<file path="src/rtl/ex_muldiv_unit_pkg.sv">
// Shared types and constants for the EX-stage RV32M multiply/divide engine.
package ex_muldiv_unit_pkg;

  localparam int unsigned MD_XLEN = 32;

  // Operator encoding as carried in ID/EX (funct3 of the M extension).
  typedef enum logic [2:0] {
    OpMul    = 3'd0,
    OpMulh   = 3'd1,
    OpMulhsu = 3'd2,
    OpMulhu  = 3'd3,
    OpDiv    = 3'd4,
    OpDivu   = 3'd5,
    OpRem    = 3'd6,
    OpRemu   = 3'd7
  } muldiv_op_e;

  typedef enum logic [1:0] {
    StIdle = 2'd0,
    StRun  = 2'd1,
    StFix  = 2'd2,
    StDone = 2'd3
  } muldiv_state_e;

  function automatic logic is_div_op(input muldiv_op_e op);
    return op inside {OpDiv, OpDivu, OpRem, OpRemu};
  endfunction

endpackage

</file>
<file path="src/rtl/ex_muldiv_unit_sign_fix.sv">
// Final sign correction and output-word selection applied in the FIX state.
module ex_muldiv_unit_sign_fix
  import ex_muldiv_unit_pkg::*;
#(
  parameter int unsigned XLEN = MD_XLEN
) (
  input  muldiv_op_e        op,
  input  logic [2*XLEN-1:0] acc,
  input  logic              neg1,
  input  logic              neg2,
  output logic [XLEN-1:0]   word
);

  logic [2*XLEN-1:0] prod;
  logic [XLEN-1:0]   quo;
  logic [XLEN-1:0]   rem;

  // acc holds the unsigned product, or {remainder, quotient} after a divide.
  always_comb begin
    prod = (neg1 ^ neg2) ? -acc : acc;
    quo  = (neg1 ^ neg2) ? -acc[XLEN-1:0] : acc[XLEN-1:0];
    rem  = neg1 ? -acc[2*XLEN-1:XLEN] : acc[2*XLEN-1:XLEN];
  end

  // Pick the architectural result word for the operator.
  always_comb begin
    word = '0;
    unique case (op)
      OpMul:                     word = prod[XLEN-1:0];
      OpMulh, OpMulhsu, OpMulhu: word = prod[2*XLEN-1:XLEN];
      OpDiv, OpDivu:             word = quo;
      OpRem, OpRemu:             word = rem;
      default:                   word = '0;
    endcase
  end

endmodule

</file>
<file path="src/rtl/ex_muldiv_unit.sv">
// Iterative RV32M multiply/divide engine: shift-add multiply and restoring
// divide at one bit per cycle, stalling the pipeline while busy.
module ex_muldiv_unit
  import ex_muldiv_unit_pkg::*;
#(
  parameter int unsigned XLEN = MD_XLEN
) (
  input  logic            clk,
  input  logic            reset_n,
  input  logic            start,
  input  logic [2:0]      op,
  input  logic [XLEN-1:0] rs1_data,
  input  logic [XLEN-1:0] rs2_data,
  input  logic            flush,
  output logic            stall,
  output logic            done,
  output logic [XLEN-1:0] result
);

  localparam int unsigned CntW = $clog2(XLEN) + 1;
  localparam logic [XLEN-1:0] MinNeg = {1'b1, {(XLEN-1){1'b0}}};
  localparam logic [XLEN-1:0] AllOnes = {XLEN{1'b1}};

  muldiv_state_e     state_q, state_d;
  muldiv_op_e        op_q, op_d;
  logic              neg1_q, neg1_d;
  logic              neg2_q, neg2_d;
  logic [XLEN-1:0]   opa_q, opa_d;
  logic [XLEN-1:0]   opb_q, opb_d;
  logic [2*XLEN-1:0] acc_q, acc_d;
  logic [CntW-1:0]   cnt_q, cnt_d;
  logic [XLEN-1:0]   result_q, result_d;

  muldiv_op_e        op_in;
  logic              sgn1_in, sgn2_in;
  logic              neg1_in, neg2_in;
  logic [XLEN-1:0]   mag1_in, mag2_in;
  logic              div_zero, div_ovf;
  logic [XLEN-1:0]   special_word;

  logic [XLEN:0]     mul_sum;
  logic [2*XLEN-1:0] mul_acc;
  logic [XLEN:0]     div_shift;
  logic              div_ge;
  logic [XLEN-1:0]   div_diff;
  logic [XLEN-1:0]   div_rem;
  logic [2*XLEN-1:0] div_acc;

  logic [XLEN-1:0]   fix_word;

  // Decode the incoming operator: signedness, magnitudes and special cases.
  always_comb begin
    op_in   = muldiv_op_e'(op);
    sgn1_in = op_in inside {OpMulh, OpMulhsu, OpDiv, OpRem};
    sgn2_in = op_in inside {OpMulh, OpDiv, OpRem};
    neg1_in = sgn1_in & rs1_data[XLEN-1];
    neg2_in = sgn2_in & rs2_data[XLEN-1];
    mag1_in = neg1_in ? -rs1_data : rs1_data;
    mag2_in = neg2_in ? -rs2_data : rs2_data;

    div_zero = is_div_op(op_in) && (rs2_data == '0);
    div_ovf  = (op_in inside {OpDiv, OpRem}) && (rs1_data == MinNeg) && (rs2_data == AllOnes);

    special_word = '0;
    if (div_zero) begin
      special_word = (op_in inside {OpDiv, OpDivu}) ? AllOnes : rs1_data;
    end else if (div_ovf) begin
      special_word = (op_in == OpDiv) ? MinNeg : '0;
    end
  end

  // One iteration of each datapath; acc[2X-1:X] is the running high half /
  // partial remainder, the low half fills with product or quotient bits.
  always_comb begin
    mul_sum = {1'b0, acc_q[2*XLEN-1:XLEN]} + (opb_q[0] ? {1'b0, opa_q} : '0);
    mul_acc = {mul_sum, acc_q[XLEN-1:1]};

    div_shift = {acc_q[2*XLEN-1:XLEN], opa_q[XLEN-1]};
    div_ge    = div_shift >= {1'b0, opb_q};
    // Only used when div_shift >= divisor, so the difference fits XLEN bits.
    div_diff  = div_shift[XLEN-1:0] - opb_q;
    div_rem   = div_ge ? div_diff : div_shift[XLEN-1:0];
    div_acc   = {div_rem, acc_q[XLEN-2:0], div_ge};
  end

  ex_muldiv_unit_sign_fix #(
    .XLEN (XLEN)
  ) u_sign_fix (
    .op   (op_q),
    .acc  (acc_q),
    .neg1 (neg1_q),
    .neg2 (neg2_q),
    .word (fix_word)
  );

  // Next-state logic for the FSM and datapath registers.
  always_comb begin
    state_d  = state_q;
    op_d     = op_q;
    neg1_d   = neg1_q;
    neg2_d   = neg2_q;
    opa_d    = opa_q;
    opb_d    = opb_q;
    acc_d    = acc_q;
    cnt_d    = cnt_q;
    result_d = result_q;

    unique case (state_q)
      StIdle: begin
        if (start && !flush) begin
          op_d   = op_in;
          neg1_d = neg1_in;
          neg2_d = neg2_in;
          opa_d  = mag1_in;
          opb_d  = mag2_in;
          acc_d  = '0;
          cnt_d  = '0;
          if (div_zero || div_ovf) begin
            result_d = special_word;
            state_d  = StDone;
          end else begin
            state_d = StRun;
          end
        end
      end
      StRun: begin
        if (is_div_op(op_q)) begin
          acc_d = div_acc;
          opa_d = {opa_q[XLEN-2:0], 1'b0};
        end else begin
          acc_d = mul_acc;
          opb_d = {1'b0, opb_q[XLEN-1:1]};
        end
        cnt_d = cnt_q + 1'b1;
        if (cnt_q == CntW'(XLEN - 1)) begin
          state_d = StFix;
        end
      end
      StFix: begin
        result_d = fix_word;
        state_d  = StDone;
      end
      StDone: begin
        // A start still held here belongs to the op just finished.
        state_d = StIdle;
      end
      default: state_d = StIdle;
    endcase

    // Redirect aborts whatever is in flight and leaves result untouched.
    if (flush) begin
      state_d  = StIdle;
      result_d = result_q;
    end
  end

  // State and datapath registers.
  always_ff @(posedge clk or negedge reset_n) begin
    if (!reset_n) begin
      state_q  <= StIdle;
      op_q     <= OpMul;
      neg1_q   <= 1'b0;
      neg2_q   <= 1'b0;
      opa_q    <= '0;
      opb_q    <= '0;
      acc_q    <= '0;
      cnt_q    <= '0;
      result_q <= '0;
    end else begin
      state_q  <= state_d;
      op_q     <= op_d;
      neg1_q   <= neg1_d;
      neg2_q   <= neg2_d;
      opa_q    <= opa_d;
      opb_q    <= opb_d;
      acc_q    <= acc_d;
      cnt_q    <= cnt_d;
      result_q <= result_d;
    end
  end

  // Pipeline handshake outputs.
  always_comb begin
    stall  = ((state_q == StIdle) && start && !flush) || (state_q == StRun) ||
             (state_q == StFix);
    done   = (state_q == StDone);
    result = result_q;
  end

endmodule

</file>
<file path="config.mk">
export PLATFORM = sky130hd
export DESIGN_NAME = ex_muldiv_unit
export DESIGN_NICKNAME = d
export VERILOG_FILES = /design/src/rtl/ex_muldiv_unit_pkg.sv /design/src/rtl/ex_muldiv_unit_sign_fix.sv /design/src/rtl/ex_muldiv_unit.sv
export SDC_FILE = /design/constraint.sdc
export NUM_CORES = 1
export LEC_CHECK = 0
export ABC_AREA = 0
export CORE_MARGIN = 2
export CORE_UTILIZATION = 30
export DETAILED_ROUTE_END_ITERATION = 12
export SKIP_LAST_GASP = 1
export SYNTH_ARGS = -nofsm -noshare
export SYNTH_HDL_FRONTEND = slang
export SYNTH_HIERARCHICAL = 1
export SYNTH_SLANG_ARGS = --single-unit
export TNS_END_PERCENT = 10
</file>
<file path="constraint.sdc">
create_clock -name clk -period 3.38 [get_ports clk]
set_input_delay 0.676 -clock clk [delete_from_list [all_inputs] [get_ports clk]]
set_output_delay 0.676 -clock clk [all_outputs]
set_load 0.05 [all_outputs]
</file>
==> Word level (Yosys, flattened, before mapping) <==
Cells that the tools add are included.
{ "op_classes": {"n_eq_ne": 25, "n_addsub": 8, "order_cmp": 1, "n_reduce_logical": 30, "mux": 31, "n_bitwise": 4} }
{ "op_table": {"columns": ["operator", "n"], "rows": [
  ["$mux W32", 16],
  ["$mux W64", 3],
  ["$pmux W32 S2", 3],
  ["$neg A32 Y32", 4],
  ["$pmux W32 S4", 1],
  ["$pmux W64 S2", 1],
  ["$eq A32 B32 Y1 const B", 2],
  ["$neg A64 Y64", 1],
  ["$add A32 B32 Y33", 1],
  ["$ge A33 B32 Y1", 1],
  ["$logic_not A32 Y1", 1],
  ["$sub A32 B32 Y32", 1],
  ["$eq A3 B3 Y1 const B", 8],
  ["$pmux W6 S2", 1],
  ["$reduce_bool A4 Y1", 3],
  ["$eq A3 B2 Y1 const B", 3],
  ["$mux W2", 4],
  ["$ne A2 B2 Y1 const B", 4],
  ["$pmux W2 S4", 1],
  ["$reduce_bool A2 Y1", 4],
  ["$add A6 B1 Y6 const B", 1],
  ["$eq A3 B1 Y1 const B", 2],
  ["$eq A6 B5 Y1 const B", 1],
  ["$logic_and A1 B1 Y1", 6],
  ["17 further kinds", 26]
]} }
{ "totals": {"inputBits": 71, "output_inout_bits": 34, "word_cells": 108, "ff_bits": 173} }

==> Logic depth before layout (Yosys ltp) <==
{ "depth": {"depth_word": 9, "mapped_depth": 14, "depth_no_buf": 13} }

==> Modules after synthesis <==
Netlist, hierarchy kept.
{ "modules_own_cells": {"columns": ["mod", "seq_area_each_um2", "instances", "area_per_inst_um2", "cells_each"], "rows": [
  ["ex_muldiv_unit", 4329.2, 1, 13839.5, 1700],
  ["ex_muldiv_unit_sign_fix", 0.0, 1, 3125.5, 502]
]} }

==> Worst setup path after synthesis <==
OpenSTA, ideal clock, no wires.
{ "synth_timing": {"path_type": "input port to flip-flop", "start": "in rs2_data[12]", "end": "reg result_q[0], in the netlist result[0]", "t_arrival_ns": 2.983, "cell_stages": 11, "setup_slack_ns": 0.272, "setup_ns": 0.125, "required_ns": 3.255, "path_buffers": 2, "path_cell_list": "or3_1 -> or2_1 -> nor3_1 -> and3_1 -> buf_4 -> nand4b_1 -> o31ai_4 -> nand3_2 -> a21oi_4 -> buf_12 -> mux2_4"} }
{ "synth_between": {"elab_chain_cells": 7, "word_cells_on_any_way": 12, "classes_between": "eq/ne: 2; mux: 5; reduce/logical: 5"} }
{ "synth_lines": {"columns": ["element", "line", "rtl"], "rows": [
  ["start, declared", "ex_muldiv_unit.sv:13", "input logic [XLEN-1:0] rs2_data,"],
  ["$eq A32 B32 Y1", "ex_muldiv_unit.sv:62", "div_ovf = (op_in inside {OpDiv, OpRem}) && (rs1_data == MinNeg) && (rs2_data == AllOnes);"],
  ["$logic_and A1 B1 Y1", "ex_muldiv_unit.sv:62", null],
  ["$mux W32", "ex_muldiv_unit.sv:67", "end else if (div_ovf) begin"],
  ["$mux W32", "ex_muldiv_unit.sv:65", "if (div_zero) begin"],
  ["$mux W32", "ex_muldiv_unit.sv:118", "if (div_zero || div_ovf) begin"],
  ["$mux W32", "ex_muldiv_unit.sv:110", "if (start && !flush) begin"],
  ["$pmux W32 S2", "ex_muldiv_unit.sv:108", "unique case (state_q)"],
  ["end signal, assigned", "ex_muldiv_unit.sv:178", "result_q <= result_d;"],
  ["end, declared", "ex_muldiv_unit.sv:32", "logic [XLEN-1:0] result_q, result_d;"]
]} }
Parallel ways exist; a longest one is shown, timed or not. The select of a mux whose other input is x is not followed.
A chain may end at the register's enable or synchronous reset.

==> Worst setup path in the final report <==
{ "layout_timing": {"start": "reg acc_q[34]", "end": "reg acc_q[34]"} }
{ "layout_between": {"elab_chain_cells": 4, "word_cells_on_any_way": 5, "classes_between": "add/sub: 1; order compare: 1; mux: 3"} }
{ "layout_lines": {"columns": ["element", "line", "rtl"], "rows": [
  ["start, declared", "ex_muldiv_unit.sv:30", "logic [2*XLEN-1:0] acc_q, acc_d;"],
  ["start signal, assigned", "ex_muldiv_unit.sv:166", "acc_q <= '0;"],
  ["start signal, assigned", "ex_muldiv_unit.sv:176", "acc_q <= acc_d;"],
  ["$ge A33 B32 Y1", "ex_muldiv_unit.sv:79", "div_ge = div_shift >= {1'b0, opb_q};"],
  ["$mux W32", "ex_muldiv_unit.sv:82", "div_rem = div_ge ? div_diff : div_shift[XLEN-1:0];"],
  ["$mux W64 *", "ex_muldiv_unit.sv:127", "if (is_div_op(op_q)) begin"],
  ["$pmux W64 S2 *", "ex_muldiv_unit.sv:108", null]
]} }
Every way passes the cells marked *; elsewhere a longest branch is shown, timed or not.

==> Flow_metrics.wiki <==
{| class="wikitable"
! Metric !! Value
|-
| Clock buffer depth || 2
|-
| Setup clock skew after layout || 17.91 ps
|-
| Final weighted congestion of routability-driven global placement || 0.9938
|-
| Total clock sinks || 173
|-
| Via count of the first global-routing pass || 17480
|-
| Final Core Density || 37.83%
|-
| Post-cts hold buffer count || 0
|-
| Worst endpoint required time || 3700 ps
|-
| Number of design-rule violations left by the first detailed-router iteration || 1693
|-
| Global-route wire length before repair || 104200 um
|-
| Iteration count of the initial detailed-routing pass || 5
|-
| Number of antenna violations at the first check in global routing || 0
|-
| R2r setup slk || 70 ps
|-
| Fraction of final layout cells with drive strength greater than 1 || 15.98%
|-
| Number of warnings reported in the yosys synthesis log || 6
|-
| Initial core utilization || 30.20%
|-
| Largest net degree at the start of global routing || 77
|-
| Clock latency reported for the late side of the worst-skew pair || 470 ps
|-
| Hold WC Path Type || input pin to asynchronous set/reset pin
|-
| Placeable core region || 0.05617 mm2
|-
| Remaining DRCs || 0
|-
| Startpoint of the most critical register-to-register path || acc_q[34]$_DFFE_PN0P_
|-
| Number of vias after detailed routing || 18130
|-
| DIE HEIGHT || 241.8 um
|-
| Peak supply drop || 0.4722 mV
|-
| Synthesized netlist net count || 2350
|-
| FP Rows || 87
|-
| Clock edge transition at the registers on the reported setup and hold paths || 70 ps
|-
| Width of the die || 241.8 um
|-
| Number of buffers created by CTS || 17
|-
| Startpoint-to-endpoint class of the critical path || flip-flop to flip-flop
|-
| Crit path max fanout || 21
|-
| Worst R2R Path Depth || 13
|-
| Leakage power of the design || 9.204 nW
|-
| Number of cells produced by synthesis || 2202
|-
| Total of max-cap violations || 0
|-
| Root buffer cell || sky130_fd_sc_hd__clkbuf_16
|-
| Final Worst Setup Slack || 65.18 ps
|-
| Summed instance area of the synthesized netlist || 0.01697 mm2
|-
| Number of library cell types mapped by synthesis || 92
|-
| Cell count after placement || 3188
|-
| Number of fill cells || 5871
|-
| I/O pin total || 105
|-
| Top cell type by total area after synthesis || sky130_fd_sc_hd__dfrtp_1
|-
| Setup repair after global routing missed its margin || true
|-
| Share of synthesized flip-flops with an asynchronous set or reset || 100.0%
|-
| Post-layout instance count excluding filler cells || 3223
|-
| Residual overflow from global routing || 0
|-
| Area Overhead vs Synth || 25.25%
|-
| Cell types occupying the most area after synthesis || sky130_fd_sc_hd__dfrtp_1, sky130_fd_sc_hd__nand2_1, sky130_fd_sc_hd__ha_1, sky130_fd_sc_hd__a21oi_1, sky130_fd_sc_hd__nor2_1
|-
| Worst slew pin tran || 837.1 ps
|-
| Fin crit share || 98.07%
|-
| EDFF count, synth || 0
|-
| Power density over the cells || 1120 mW/mm2
|-
| Detail Placement HPWL || 53100 um
|-
| Final antenna-violating net count || 0
|-
| Leading post-synthesis cells by instance count || sky130_fd_sc_hd__nand2_1, sky130_fd_sc_hd__nor2_1, sky130_fd_sc_hd__a21oi_1
|-
| Critical path startpoint category || flip-flop
|-
| Synthesized area divided by synthesized cell count || 7.704 um2
|-
| CTS tree || yes
|-
| Most used DFF post-synth || sky130_fd_sc_hd__dfrtp_1
|-
| Post-layout net count || 2602
|-
| Element type at the critical path end || flip-flop
|-
| Final Setup Violations || 0
|-
| Detailed-route wire length || 67780 um
|-
| Number of levels in the clock H-tree || 4
|-
| DP Worst Slack || -271.1 ps
|-
| Post-layout minimum cycle time || 3315 ps
|-
| Result of the run || finished, final reports clean
|-
| Number of hold-slack violations in the final timing report || 0
|-
| Final hold slack || 158.5 ps
|-
| Area of the die || 0.05847 mm2
|-
| Total GRT Usage || 22.69%
|-
| Fmax || 301.7 MHz
|-
| Drt via density || 5.626
|-
| Average routed wire per standard cell || 21.03 um
|-
| Cell with the most instances after synthesis || sky130_fd_sc_hd__nand2_1
|-
| Crit Reg-Reg Endpoint || acc_q[34]$_DFFE_PN0P_
|-
| Number of buffers inserted by port buffering || 104
|-
| Area share of the largest cell type after synthesis || 25.52%
|-
| Number of max-slew violations in the final report || 0
|-
| Endpoint arrival time on the critical path || 3640 ps
|-
| Setup tns final || 0 ps
|-
| Register area share after synthesis || 25.52%
|-
| Total of flip-flops plus latches after synthesis || 173
|-
| Worst max-slew margin expressed relative to the limit || 43.49%
|}
-- cell usage in the layout, fill, tap and decap left out, drive strengths merged, types with 21 or more instances in the layout --
cell,n
nor2,211
xnor2,70
clkbuf,21
mux2i,50
o21ai,186
nand2,264
or3,34
inv,73
mux2,40
a21oi,184
and2,40
nand4,35
nand3,39
nor4,36
clkdlybuf4s50,102
buf,273
nor3,45
dfrtp,173
o31ai,91
xor2,81
a21o,34
ha,75
a31oi,26
-- metal layers --
layer  global-route usage [%]  up-vias  share of wire, %
met3                    3.174       97               5.4
met4                    7.898        0               3.3
met1                    30.82     8862                45
met5                        0        -                 0
met2                    36.80      589                46
li1                         -     8585                 -
-- registers in the layout (all words and copies together), names as in the netlist --
name and flops:
opa_q 32, neg1_q 1, neg2_q 1, state_q 2, cnt_q 6, op_q 3, opb_q 32, result 32
acc_q 64
-- report_power, final --
part,leakage (nW),internal (mW),switching (mW)
Clock,0.273,1.06,0.938
Sequential,2.28,2.80,0.847
Combinational,6.65,7.03,11.1
-- layout make-up --
type / instances / area [um2] / share of cell area [%]
well taps: 756 / 945.9 / 4.452
diodes: 1 / 2.502 / 0.01178
clock inverters: 10 / 105.1 / 0.4946
inverters: 68 / 255.2 / 1.201
repair buffers: 375 / 3224 / 15.17
multi-input cells: 1819 / 11920 / 56.11
clock buffers: 21 / 460.4 / 2.167
flip-flops and latches: 173 / 4332 / 20.39
-- timing repair --
item / 4_1_cts / 5_1_grt
gates resized for setup: 0 / 20
endpoints found under the setup margin: 0 / 26
setup buffers: 0 / 3
-- cell families (layout without fill, tap and decap cells) --
kind of cell             after synthesis  after routing  synth area share, %
AO/OA/AOI/OAI                        702            702                26.51
multiplexers                          90             90                6.269
XOR/XNOR                             151            151                7.796
flip-flops                           173            173                25.52
buffers and inverters                210            474                5.015
AND/OR/NAND/NOR                      799            799                23.13
adder cells (fa/ha/maj)               77             77                5.767
other                                  0              1                    0
-- worst max-delay path by stage --
stage               slack [ps]                     end                   from  depth (start not counted)
floorplan                  270   result[0]$_DFFE_PN0P_           rs2_data[12]                         11
global placement          -250  result[17]$_DFFE_PN0P_           rs1_data[18]                          9
detailed placement        -270  result[16]$_DFFE_PN0P_           rs1_data[18]                          9
CTS                         20   acc_q[49]$_DFFE_PN0P_   opb_q[0]$_DFFE_PN0P_                         15
global route               -50   acc_q[34]$_DFFE_PN0P_   opb_q[0]$_DFFE_PN0P_                         15
finish                      70   acc_q[34]$_DFFE_PN0P_  acc_q[34]$_DFFE_PN0P_                         13
-- critical path: stages, from the launching register on --
cell	delay [ps]
sky130_fd_sc_hd__dfrtp_2	500
sky130_fd_sc_hd__ha_2	410
sky130_fd_sc_hd__nand3_1	120
sky130_fd_sc_hd__o21bai_1	220
sky130_fd_sc_hd__a21oi_1	270
sky130_fd_sc_hd__o21ai_0	180
sky130_fd_sc_hd__buf_4	170
sky130_fd_sc_hd__a211oi_1	260
sky130_fd_sc_hd__buf_4	160
sky130_fd_sc_hd__nor2_2	40
sky130_fd_sc_hd__buf_12	160
sky130_fd_sc_hd__nor2_1	200
sky130_fd_sc_hd__a21oi_1	60
sky130_fd_sc_hd__a221o_1	390
-- stage by stage --
step	total power, mW	cell area, um2
5_1_grt	25.40	21250
2_1_floorplan	14.32	16970
3_3_place_gp	21.15	20560
6_report	23.81	21250
4_1_cts	23.41	21130
3_5_place_dp	21.33	20560
No activity file was read; power rests on OpenSTA's default activity.
